### config.mk
export PLATFORM = sky130hd
export DESIGN_NAME = tdm_failover_ctrl
export DESIGN_NICKNAME = d
export VERILOG_FILES = /design/src/rtl/tdm_failover_ctrl.sv
export SDC_FILE = /design/constraint.sdc
export NUM_CORES = 1
export LEC_CHECK = 0
export ABC_CLOCK_PERIOD_IN_PS = 2300
export CORE_MARGIN = 4
export CORE_UTILIZATION = 48
export CTS_CLUSTER_SIZE = 20
export DETAILED_ROUTE_END_ITERATION = 8
export GPL_TIMING_DRIVEN = 0
export PLACE_DENSITY = 0.75
export SYNTH_ARGS = -nofsm -noshare
export SYNTH_HDL_FRONTEND = slang
export SYNTH_SLANG_ARGS = --single-unit
export TNS_END_PERCENT = 1
### constraint.sdc
create_clock -name FPGA_48MHz -period 2.3 [get_ports FPGA_48MHz]
set_input_delay 0.46 -clock FPGA_48MHz [delete_from_list [all_inputs] [get_ports FPGA_48MHz]]
set_output_delay 0.46 -clock FPGA_48MHz [all_outputs]
set_load 0.05 [all_outputs]
### src/rtl/tdm_failover_ctrl.sv
// Primary/secondary TDM source failover controller: debounced switch to secondary,
// wait-to-restore revert, manual forcing, dual-fail mute, switch counting and sticky alarms.
module tdm_failover_ctrl #(
   parameter int HOLD_CYC = 48,
   parameter int WTR_CYC  = 4800
) (
   input  logic       FPGA_48MHz,
   input  logic       FPGA_rst,
   input  logic       pri_fail,
   input  logic       sec_fail,
   input  logic       revert_en,
   input  logic       force_req,
   input  logic       force_sel,
   input  logic       alm_clr,
   input  logic       cnt_clr,
   output logic       sel,
   output logic       mute,
   output logic       switch_pls,
   output logic [7:0] sw_cnt,
   output logic       pri_alm,
   output logic       sec_alm,
   output logic [2:0] state
);

   localparam int MAX_CYC = (HOLD_CYC > WTR_CYC) ? HOLD_CYC : WTR_CYC;
   localparam int TW      = (MAX_CYC > 2) ? $clog2(MAX_CYC) : 1;
   localparam logic [TW-1:0] HOLD_LAST = TW'(HOLD_CYC - 1);
   localparam logic [TW-1:0] WTR_LAST  = TW'(WTR_CYC - 1);

   typedef enum logic [2:0] {
      S_PRI  = 3'd0,
      S_HOLD = 3'd1,
      S_SEC  = 3'd2,
      S_WTR  = 3'd3,
      S_MUTE = 3'd4
   } state_t;

   state_t        st;
   state_t        nxt;
   state_t        rule_nxt;
   logic [TW-1:0] timer;
   logic          force_ok;
   logic          nxt_sel;
   logic          timed;

   assign state = st;

   // A force is honoured only toward a healthy source that is not already selected.
   assign force_ok = force_req && (force_sel != sel) && (force_sel ? !sec_fail : !pri_fail);
   assign timed    = (st == S_HOLD) || (st == S_WTR);

   always_comb begin
      rule_nxt = st;
      case (st)
         S_PRI:   if (pri_fail) rule_nxt = S_HOLD;
         S_HOLD: begin
            if (!pri_fail)               rule_nxt = S_PRI;
            else if (timer == HOLD_LAST) rule_nxt = S_SEC;
         end
         S_SEC: begin
            if (sec_fail)                     rule_nxt = S_PRI;
            else if (!pri_fail && revert_en)  rule_nxt = S_WTR;
         end
         S_WTR: begin
            if (pri_fail || !revert_en)           rule_nxt = S_SEC;
            else if (sec_fail || timer == WTR_LAST) rule_nxt = S_PRI;
         end
         default: rule_nxt = st;
      endcase
   end

   always_comb begin
      nxt = st;
      if (st == S_MUTE) begin
         if (!pri_fail)      nxt = S_PRI;
         else if (!sec_fail) nxt = S_SEC;
      end else if (pri_fail && sec_fail) begin
         nxt = S_MUTE;
      end else if (force_ok) begin
         nxt = force_sel ? S_SEC : S_PRI;
      end else begin
         nxt = rule_nxt;
      end
      nxt_sel = (nxt == S_MUTE) ? sel : ((nxt == S_SEC) || (nxt == S_WTR));
   end

   always_ff @(posedge FPGA_48MHz) begin
      if (FPGA_rst) begin
         st         <= S_PRI;
         timer      <= '0;
         sel        <= 1'b0;
         mute       <= 1'b0;
         switch_pls <= 1'b0;
         sw_cnt     <= '0;
         pri_alm    <= 1'b0;
         sec_alm    <= 1'b0;
      end else begin
         st         <= nxt;
         sel        <= nxt_sel;
         mute       <= (nxt == S_MUTE);
         switch_pls <= (nxt_sel != sel);
         if ((nxt != st) || !timed)
            timer <= '0;
         else if (timer != '1)
            timer <= timer + 1'b1;
         if (cnt_clr)
            sw_cnt <= '0;
         else if ((nxt_sel != sel) && (sw_cnt != 8'hFF))
            sw_cnt <= sw_cnt + 8'd1;
         pri_alm <= pri_fail | (pri_alm & ~alm_clr);
         sec_alm <= sec_fail | (sec_alm & ~alm_clr);
      end
   end

endmodule

---- Word level (Yosys, flattened, before mapping) ----
Index checks and enable logic that the tools add are counted.
storage, ports and cells
  RAM bits ................................ 0
  input bits .............................. 9
  logic and storage cells ................. 62
  memories ................................ 0
  latch bits .............................. 0
  bits in read-only memories .............. 0
  register bits after elaboration ......... 29
  output and inout port bits .............. 16
cells by class
  shift-type cells ........................ 0
  bitwise logic cells ..................... 5
  equality and inequality tests ........... 14
  divide/modulo/power cells ............... 0
  add/subtract/negate cells ............... 2
  $lt $le $gt $ge ......................... 0
  $mul .................................... 0
  reduce and logical (&&, ||, !) cells .... 17
  multiplexer cells ....................... 16
operators by type and width
  kind                   count
  $mux 3                 12
  $add 13x1->13 const B  1
  $eq 13x13->1 const B   1
  $eq 13x6->1 const B    1
  $ne 13x13->1 const B   1
  $eq 3x2->1 const B     4
  $pmux 3 s4             1
  $add 8x1->8 const B    1
  $ne 8x8->1 const B     1
  $eq 3x3->1 const B     2
  $logic_and 1x1->1      5
  $logic_or 1x1->1       5
  $logic_not 1->1        4
  $reduce_or 2->1        2
  $eq 3x1->1 const B     1
  $logic_not 3->1        1
  $ne 3x3->1             1
  $and 1x1->1            2
  $mux 1                 2
  $mux 2                 1
  $ne 1x1->1             2
  $or 1x1->1             2
  $not 1->1              1

---- Longest topological paths before layout ----
Gate-level depths: netlist of the first run.
  word-level depth ........................ 13
  mapped depth ............................ 8
  gate-level depth less buffers ........... 8

---- Worst setup path before layout of the first run ----
No wires, ideal clock.
  path type ............................... register -> register
  start point ............................. register st[2] (netlist: state[2])
  end point ............................... register sw_cnt[7]
  period minus slack after synthesis ...... 2.387 ns
  slack ................................... -0.087 ns
  library setup time ...................... 0.070 ns
  cell stages (with the launch flop) ...... 9
  data arrival time ....................... 2.318 ns
  path buffers ............................ 1
  data required time ...................... 2.230 ns
  cells stage by stage .................... dfxtp_1 > buf_6 > nor3b_2 > and3b_1 > a41oi_1 > nor3_1 > a221oi_4 > or4_1 > a21oi_1
between the ends
  cells in the longest elaborated chain, start to end .. 11
  elaborated cells between the ends (all ways) .. 25
  classes of those cells .................. eq/ne (8); mux (14); reduce/logical (3)
RTL lines
  item                       line        source
  start, declared            38          state_t st;
  start signal, assigned     98          st <= nxt;
  $mux 3 (on tied branches)  66, 58, 62
  $mux 3 (on tied branches)  65, 57, 61
  $pmux 3 s4                 54          case (st)
  $mux 3                     79          end else if (force_ok) begin
  $mux 3                     77          end else if (pri_fail && sec_fail) begin
  $mux 3 *                   74          if (st == S_MUTE) begin
  $eq 3x2->1                 84          nxt_sel = (nxt == S_MUTE) ? sel : ((nxt == S_SEC) || (nxt == S_WTR));
  $logic_or 1x1->1           84
  $mux 1 *                   84
  $ne 1x1->1 *               108         else if ((nxt_sel != sel) && (sw_cnt != 8'hFF))
  $logic_and 1x1->1 *        108
  end signal, assigned       109         sw_cnt <= sw_cnt + 8'd1;
  end, declared              19          output logic [7:0] sw_cnt,
Mark *: on every way between the ends. The rest lies on a longest branch, timed or not.
A chain may end at the register's enable or synchronous reset.

---- Worst setup path in the final report of the first run ----
  start point ............................. register timer[1]
  end point ............................... register sw_cnt[1]
between the ends
  cells in the longest elaborated chain, start to end .. 13
  elaborated cells between the ends (all ways) .. 18
  classes of those cells .................. eq/ne (6); mux (9); reduce/logical (3)
RTL lines
  item                    line  source
  start, declared         41    logic [TW-1:0] timer;
  start signal, assigned  105   timer <= timer + 1'b1;
  $eq 13x13->1            66    else if (sec_fail || timer == WTR_LAST) rule_nxt = S_PRI;
  $logic_or 1x1->1        66
  $mux 3                  66
  $mux 3                  65    if (pri_fail || !revert_en) rule_nxt = S_SEC;
  $pmux 3 s4 *            54
  $mux 3 *                79
  $mux 3 *                77
  $mux 3 *                74
  $eq 3x2->1              84
  $logic_or 1x1->1        84
  $mux 1 *                84
  $ne 1x1->1 *            108
  $logic_and 1x1->1 *     108
Marked as above.

==> reports/results.env, run 1 <==
NETLIST-CELL-TYPE-COUNT=47
CORE_FOOTPRINT_SQ_UM=3130
HOLD_BUFS_INSERTED_AFTER_CTS=0
EFFECTIVE_UTILIZATION_AT_FLOORPLAN_PCT=51.3
SYNTH_ASYNC_SR_FLOP_SHARE_PCT=0
POWER_DENSITY_nW_PER_UM2=545
FINALHOLDVIOLATIONS=0
GRT-OVFL-TOTAL=0
GRT_SETUP_UNREPAIRED='true'
CTS.CLK_SLEW.WORST_PATHS_NS=0.09
CP_MAX_FO=8
ROUTED_VIA_DENSITY=5.76
CLOCK_TREE_FROM_TRITONCTS='built'
DETAILROUTE.WIRELENGTH.MET3_UM=178
TIMING.FMAX_MHz=444
DR_WL_MET2_UM=1960
DRV.MAX_CAP_VIOLATION_COUNT=0
LAYOUT_WORST_PATH_CYCLE_SHARE_PCT=97.9
CLK_LATENCY_NS=0.32
CLK_PATH_BUF_DEPTH=2
HOLD_PATH.CLASS='flop to flop'
PORT-BUFFER-COUNT=22
MAX-VDD-IR-DROP_mV=0.304
FP.DIEW_UM=65.8
SYN-MEAN-INSTANCE-AREA_SQ_UM=8.10
SYNTH_TOP_FLOP_CELL='sky130_fd_sc_hd__dfxtp_1'
TRITONCTS.NUM_BUFFERS=5
YS_SEQ_AREA_SHARE_PCT=36.2
GP_ROUTABILITY_CONGESTION=0.919
DETAILROUTE.VIA_COUNT=1618
CRIT_PATH_CELL_TRACE='ha_4 > nand2_2 > and4b_1 > a311o_1 > o21a_2 > a221oi_4 > mux2i_1 > nor2_1'
POST_DRT_WL_PER_CELL_UM=13.6
CLKSINKCOUNT=29
TOPROUTINGLAYERUSED='met4'
FIN_WORST_SKEW_NS=0.00381
GRT.TOTAL_USAGE_PCT=18.7
REMAINING_DRC_ERRORS=0
TIMING.CRITICAL_PATH.ARRIVAL_NS=2.46
FIRST_PASS_GRT_WIRE_LENGTH_UM=6220
ANTENNA_VIOLATIONS_BEFORE_REPAIR=0
POSTROUTEWIRELENGTH_UM=3830
SYNTHESIS.YOSYS.WARNINGS=0
FINALWORSTPATHREQUIREDPERIOD_NS=2.25
SYNTH.NET_COUNT=209
CRITICAL-PATH-SLOWEST-CELL='sky130_fd_sc_hd__a221oi_4'
NUM-NETS-FINAL=247
WIRELENGTH_MET1_UM=1650
CTSROOTBUFFERMASTER='sky130_fd_sc_hd__clkbuf_4'
PIN_COUNT=25
DRIVE_GT1_SHARE_PCT=17.7
SETUP_VIOL=0
STATUS='finished clean'
DRT_ITER0_MARKERS=107
DIE-AREA_SQ_UM=4330
GRT_START_MAX_NET_PINS=11
TIGHTESTPINTRANSITION_NS=0.532
LAYOUT.CORE_UTILIZATION_PCT=67.0
SYNTH_AREA_SQ_UM=1600
SYNTH_EDF_COUNT=0
FIN_CELLS=281
CRITICAL_PATH_CLASS='flop to flop'
DIE_SPAN_IN_Y_UM=65.8
PLACED_CELLS=264
DETAILEDPLACEMENTHPWL_UM=2650
DRTANTENNAVIOLNETS=0
FINALMAXSLEWVIOLATIONS=0
ANTENNA_CELLS_INSERTED=0
HTREE_NUM_LEVELS=2
STD_CELL_ROWS=20
TOTAL_OF_FLIP_FLOPS_PLUS_LATCHES_AFTER_SYNTHESIS=29
LEAKAGE_nW=0.706
NUMBER_OF_GLOBAL_ROUTE_VIAS_BEFORE_REPAIR=1421
SYNTHCELLS=198
RELATIVE_AREA_CHANGE_FROM_SYNTHESIS_TO_FINAL_LAYOUT_PCT=30.7
SLEW-LIMIT-HEADROOM_PCT=64.4
DELAY_OF_THE_SLOWEST_CELL_ON_THE_WORST_PATH_NS=0.41
CP-START-KIND='flop'
FIRSTDRTPASSITERS=5
CP-END-KIND='flop'
WORST-ENDPOINT-REQUIRED_NS=2.51
SETUP-TNS-FINAL_NS=0
==> layout by cell type (no fill, tap or decap), types with 2 or more instances in the layout <==
master,Yosys,routed
sky130_fd_sc_hd__nor3b_2,1,2
sky130_fd_sc_hd__clkbuf_1,5,5
sky130_fd_sc_hd__nand4bb_1,2,2
sky130_fd_sc_hd__a21oi_2,0,3
sky130_fd_sc_hd__clkdlybuf4s50_1,0,22
sky130_fd_sc_hd__a21oi_1,16,13
sky130_fd_sc_hd__buf_4,0,9
sky130_fd_sc_hd__clkbuf_4,0,5
sky130_fd_sc_hd__o211ai_1,2,2
sky130_fd_sc_hd__o22ai_1,2,2
sky130_fd_sc_hd__dfxtp_1,29,24
sky130_fd_sc_hd__nor3_1,5,4
sky130_fd_sc_hd__o21ai_0,12,10
sky130_fd_sc_hd__inv_1,4,4
sky130_fd_sc_hd__nand2_1,17,16
sky130_fd_sc_hd__xnor2_1,2,2
sky130_fd_sc_hd__xor2_1,5,5
sky130_fd_sc_hd__nand3_1,8,8
sky130_fd_sc_hd__or3_1,7,7
sky130_fd_sc_hd__nand3b_1,4,4
sky130_fd_sc_hd__nor2_1,27,27
sky130_fd_sc_hd__or4_1,3,3
sky130_fd_sc_hd__a31oi_1,3,3
sky130_fd_sc_hd__dfxtp_2,0,4
sky130_fd_sc_hd__nand4_1,10,10
sky130_fd_sc_hd__nor3b_1,3,2
sky130_fd_sc_hd__mux2i_1,4,4
==> worst paths after layout <==
path,startpoint,to,slack [ns],cells after the start
worst max-delay path,timer[1],sw_cnt[1],0.05,8
worst min-delay path,pri_alm,pri_alm,0.51,2
worst max register to register,timer[1],sw_cnt[1],0.05,8
worst min register to register,pri_alm,pri_alm,0.51,2
==> metal layers <==
| metal | global-route usage (%) | vias to the layer above |
|---|---|---|
| met1 | 21.7 | 753 |
| met2 | 31.8 | 46 |
| met4 | 8.03 | 0 |
| met3 | 5.27 | 6 |
| li1 | - | 813 |
| met5 | 0 | - |
==> layout make-up <==
cell class                      instances  area, sq um
Buffer                                  7         35.0
Clock buffer                            6         51.3
Clock inverter                          2         37.5
Fill cell                             246         1030
Inverter                                4         15.0
Multi-Input combinational cell        158         1020
Sequential cell                        29          589
Tap cell                               44         55.1
Timing Repair Buffer                   31          288
==> critical path, delay by kind of cell (launching register included) <==
family / cells / cell delay, ns
AO/OA/AOI/OAI: 3 / 1.06
adder cells (fa/ha/maj): 1 / 0.16
flip-flops: 1 / 0.37
AND/OR/NAND/NOR: 3 / 0.33
multiplexers: 1 / 0.23
==> through the flow <==
stage / setup WS (ns) / hold slack [ns] / instance area [sq um] / power (mW)
floorplan: 0.0265 / 0.471 / 1610 / 0.658
global placement: -0.317 / 0.476 / 1880 / 0.706
detailed placement: -0.384 / 0.490 / 1880 / 0.710
CTS: 0.0128 / 0.514 / 2030 / 1.15
global route: -0.0652 / 0.548 / 2100 / 1.20
finish: 0.0491 / 0.509 / 2100 / 1.14
==> kinds of logic after synthesis <==
group	share of synthesized area, %
buffers and inverters	3.12
flip-flops	36.2
multiplexers	2.50
adder cells (fa/ha/maj)	1.56
XOR/XNOR	3.82
AND/OR/NAND/NOR	34.3
AO/OA/AOI/OAI	18.5
==> synth_stat cells, drive strengths merged, types with 2 or more instances <==
cell type,n,area share [%]
nor2,27,6.3
dfxtp,29,36
or3,8,3.2
xor2,5,2.7
nor3b,4,2.2
mux2i,4,2.5
buf,2,1.0
and3,2,0.86
nand3b,4,1.9
a21oi,16,5.0
a31oi,3,1.2
o211ai,2,0.94
nand2,17,4.0
nand4bb,2,1.4
nand3,8,2.5
inv,4,0.94
nor3,5,1.6
clkbuf,5,1.2
nand4,10,3.9
nor2b,2,0.78
xnor2,2,1.1
o21a,2,1.0
ha,2,1.6
o22ai,2,0.78
or4,3,1.4
o21ai,13,4.8
==> where the power goes <==
part / switching, mW / internal (mW)
Clock: 0.176 / 0.258
Sequential: 0.0123 / 0.513
Combinational: 0.111 / 0.0726
Total: 0.298 / 0.843
==> timing repair <==
action                     4_1_cts  5_1_grt
pin swaps                        4        7
setup buffers                    5        4
setup endpoints to repair        5        8
hold endpoints to repair         0        0
gates resized for setup          7       10
==> state kept, by name, summed over array words and instances, names as in the netlist <==
name and flops:
sec_alm 1, state 3, timer 13, mute 1, sel 1, sw_cnt 8, switch_pls 1, pri_alm 1
(Power assumes the default switching activity.)
==> inputs of run 2 (changes only) <==
Settings changed: CTS_BUF_LIST from default to sky130_fd_sc_hd__clkbuf_16, CTS_CLUSTER_SIZE 20 to 14.
==> run 2 against run 1 <==
- global-route usage rose by 0.39 points
- hold slack got worse by 0.0093 ns
- total power rose by 25%
- register-to-register slack barely moved
- critical path type is now input port to flop
- critical endpoint is now sw_cnt[5]
==> reports/results.env, run 2 (synthesized netlist as in run 1, its figures left out) <==
CLKSINKCOUNT=29  # unchanged
FIRSTDRTPASSITERS=4  # -1
SLEW-LIMIT-HEADROOM_PCT=64.3  # -0.10 points
GRT_START_MAX_NET_PINS=11  # unchanged
STATUS='finished clean'
FINALHOLDVIOLATIONS=0  # unchanged
SW_FRAC_OF_TOTAL_PCT=23.6  # -2.6 points
SHARE_SEQ_OF_TOTAL_POWER_PCT=36.9  # -9.1 points
USE_MET3_PCT=5.44  # +0.17 points
CLK_PATH_BUF_DEPTH=2  # unchanged
CLOCK_TREE_FROM_TRITONCTS='built'
P_SWITCHING_mW=0.337  # +13%
TRITONCTS.NUM_BUFFERS=5  # unchanged
FP.DIEW_UM=65.8  # unchanged
LAYOUT_COMMONEST_CELL='sky130_fd_sc_hd__nor2_1'
POST_DRT_WL_PER_CELL_UM=13.8  # +1.4%
GRT-OVFL-TOTAL=0  # unchanged
POSTROUTEWIRELENGTH_UM=3810  # -0.44%
DRIVE_GT1_SHARE_PCT=16.8  # -0.91 points
DETAILROUTE.VIA_COUNT=1590  # -1.7%
LARGEST_REGISTER_FFS=13  # unchanged
PIN_COUNT=25  # unchanged
POST-ROUTE-CELL-AREA_SQ_UM=2140  # +2.1%
DELAY_OF_THE_SLOWEST_CELL_ON_THE_WORST_PATH_NS=0.55  # +0.14 ns
DETAILEDPLACEMENTHPWL_UM=2650  # unchanged
GRT.MET1_USAGE_PCT=20.8  # -0.84 points
CRIT_PATH_CELL_TRACE='clkdlybuf4s50_1 > nor3b_2 > o211ai_1 > a21oi_2 > o21ai_4 > a221oi_4 > o21ai_0 > a21oi_2'
CLK_LATENCY_NS=0.27  # -0.05 ns
RELATIVE_AREA_CHANGE_FROM_SYNTHESIS_TO_FINAL_LAYOUT_PCT=33.4
REMAINING_DRC_ERRORS=0  # unchanged
POWER_DENSITY_nW_PER_UM2=668  # +23%
DIE-AREA_SQ_UM=4330  # unchanged
TIMING.CRITICAL_PATH.ARRIVAL_NS=2.47  # about the same
ANTENNA_VIOLATIONS_BEFORE_REPAIR=0  # unchanged
NUMBER_OF_GLOBAL_ROUTE_VIAS_BEFORE_REPAIR=1445  # +1.7%
WORST-ENDPOINT-REQUIRED_NS=2.51  # about the same
INTERNAL_POWER_mW=1.09  # +30%
TIGHTESTPINTRANSITION_NS=0.534  # +0.00151 ns
CP-END-KIND='flop'
CTS.CLK_SLEW.WORST_PATHS_NS=0.05  # -0.04 ns
GP_ROUTABILITY_CONGESTION=0.919  # unchanged
DIE_SPAN_IN_Y_UM=65.8  # unchanged
DRT_ITER0_MARKERS=95  # -11%
STD_CELL_ROWS=20  # unchanged
FINALWORSTPATHREQUIREDPERIOD_NS=2.27  # +0.0150 ns
PORT-BUFFER-COUNT=22  # unchanged
FIRST_PASS_GRT_WIRE_LENGTH_UM=6270  # +0.67%
LARGEST-REGISTER='timer'
LAYOUT_WORST_PATH_CYCLE_SHARE_PCT=98.5  # +0.65 points
TOP_USAGE_LAYER='met2'
HOLD_PATH.CLASS='flop to flop'
SETUP_VIOL=0  # unchanged
DRTANTENNAVIOLNETS=0  # unchanged
WORST_SLACK_NS=0.0342  # -0.0150 ns
P_CLK_SHARE_PCT=50.3  # +12 points
CRITICAL_PATH_CLASS='input port to flop'
DRV.MAX_CAP_VIOLATION_COUNT=0  # unchanged
FIN_WORST_SKEW_NS=0.00218  # -0.00163 ns
CP_MAX_FO=8  # unchanged
ROUTED_VIA_DENSITY=5.76  # about the same
CRITICAL-PATH-SLOWEST-CELL='sky130_fd_sc_hd__clkdlybuf4s50_1'
GRT.TOTAL_USAGE_PCT=19.1  # +0.39 points
HOLD_BUFS_INSERTED_AFTER_CTS=0  # unchanged
ANTENNA_CELLS_INSERTED=0  # unchanged
NUM-NETS-FINAL=242  # -2.0%
GROUTE.LAYER.MET2.USAGE_PCT=32.3  # +0.50 points
LEAKAGE_nW=0.720  # +2.0%
CORE_FOOTPRINT_SQ_UM=3130  # unchanged
POST_PLACEMENT_CELL_AREA_SQ_UM=1880  # unchanged
GRT_SETUP_UNREPAIRED='true'
MAX-VDD-IR-DROP_mV=0.555  # +83%
LAYOUT_COMMON_CELLS='sky130_fd_sc_hd__nor2_1 (27), sky130_fd_sc_hd__dfxtp_1 (23), sky130_fd_sc_hd__clkdlybuf4s50_1 (22)'
POWER_FRAC_COMB_PCT=12.8  # -3.2 points
CRITICAL_PATH_S_MOST_FREQUENT_CELL='sky130_fd_sc_hd__a21oi_2'
HTREE_NUM_LEVELS=2  # unchanged
DETAILEDPLACE.WORSTSLACK_NS=-0.384  # unchanged
CTSROOTBUFFERMASTER='sky130_fd_sc_hd__clkbuf_16'
EFFECTIVE_UTILIZATION_AT_FLOORPLAN_PCT=51.3  # unchanged
CP-START-KIND='input port'
FINALMAXSLEWVIOLATIONS=0  # unchanged
TIMING.FMAX_MHz=441  # -0.66%
[run 2: cell count changes in the layout (fill, tap and decap cells not counted), moves of 2 or more]
| cell | delta |
|---|---|
| sky130_fd_sc_hd__clkbuf_16 | +5 |
| sky130_fd_sc_hd__clkbuf_4 | -5 |
| sky130_fd_sc_hd__buf_4 | -5 |
| sky130_fd_sc_hd__dfxtp_2 | +2 |
[run 2: routing by layer]
| layer | routed length [um] | part of all wire [%] |
|---|---|---|
| met1 | 1600 | 42 |
| met2 | 1920 | 50 |
| met3 | 180 | 4.7 |
| met4 | 108 | 2.8 |
| met5 | 0 | 0 |
[run 2: critical path: cells and delay by family]
family / cells / cell delay, ns
buffers and inverters: 1 / 0.55
AOI/OAI and AO/OA: 6 / 1.22
and+or+nand+nor: 1 / 0.23
[run 2: worst paths after layout]
path	startpoint	endpoint	slack [ns]	cells after the start
worst max-delay path	force_sel	sw_cnt[5]	0.03	8
worst min-delay path	pri_alm	pri_alm	0.50	2
worst max register to register	timer[1]	sw_cnt[5]	0.04	8
worst min register to register	pri_alm	pri_alm	0.50	2
[run 2: stage by stage]
step / instances / power (mW) / hold slack (ns) / util, % / setup TNS, ns
final: 276 / 1.43 / 0.499 / 68.4 / 0
after global placement: 264 / 0.706 / 0.476 / 60.2 / -2.07
after CTS: 275 / 1.44 / 0.503 / 66.6 / 0
after detailed placement: 264 / 0.710 / 0.490 / 60.2 / -2.76
after floorplan: 198 / 0.658 / 0.471 / - / 0
after global routing: 276 / 1.49 / 0.533 / 68.4 / -0.224
[run 2: timing repair]
item / CTS / global route
pin swaps: 5 / 7
buffers inserted: 3 / 1
endpoints found under the setup margin: 6 / 18
resized for setup: 4 / 15
[run 2: layout make-up]
type | instances | area [sq um]
inverter | 4 | 15.0
fill | 249 | 988
timing repair buffer | 26 | 250
tap | 44 | 55.1
sequential | 29 | 588
multi-input combinational | 158 | 1030
buffer | 7 | 35.0
clock inverter | 3 | 41.3
clock buffer | 5 | 125
[run 2: power by group through the flow]
stage                     logic, mW  registers (mW)  clock network (mW)
after floorplan              0.0828           0.575                   0
after global placement        0.169           0.537                   0
after detailed placement      0.172           0.538                   0
after CTS                     0.177           0.528               0.738
after global routing          0.197           0.530               0.766
final                         0.182           0.528               0.719
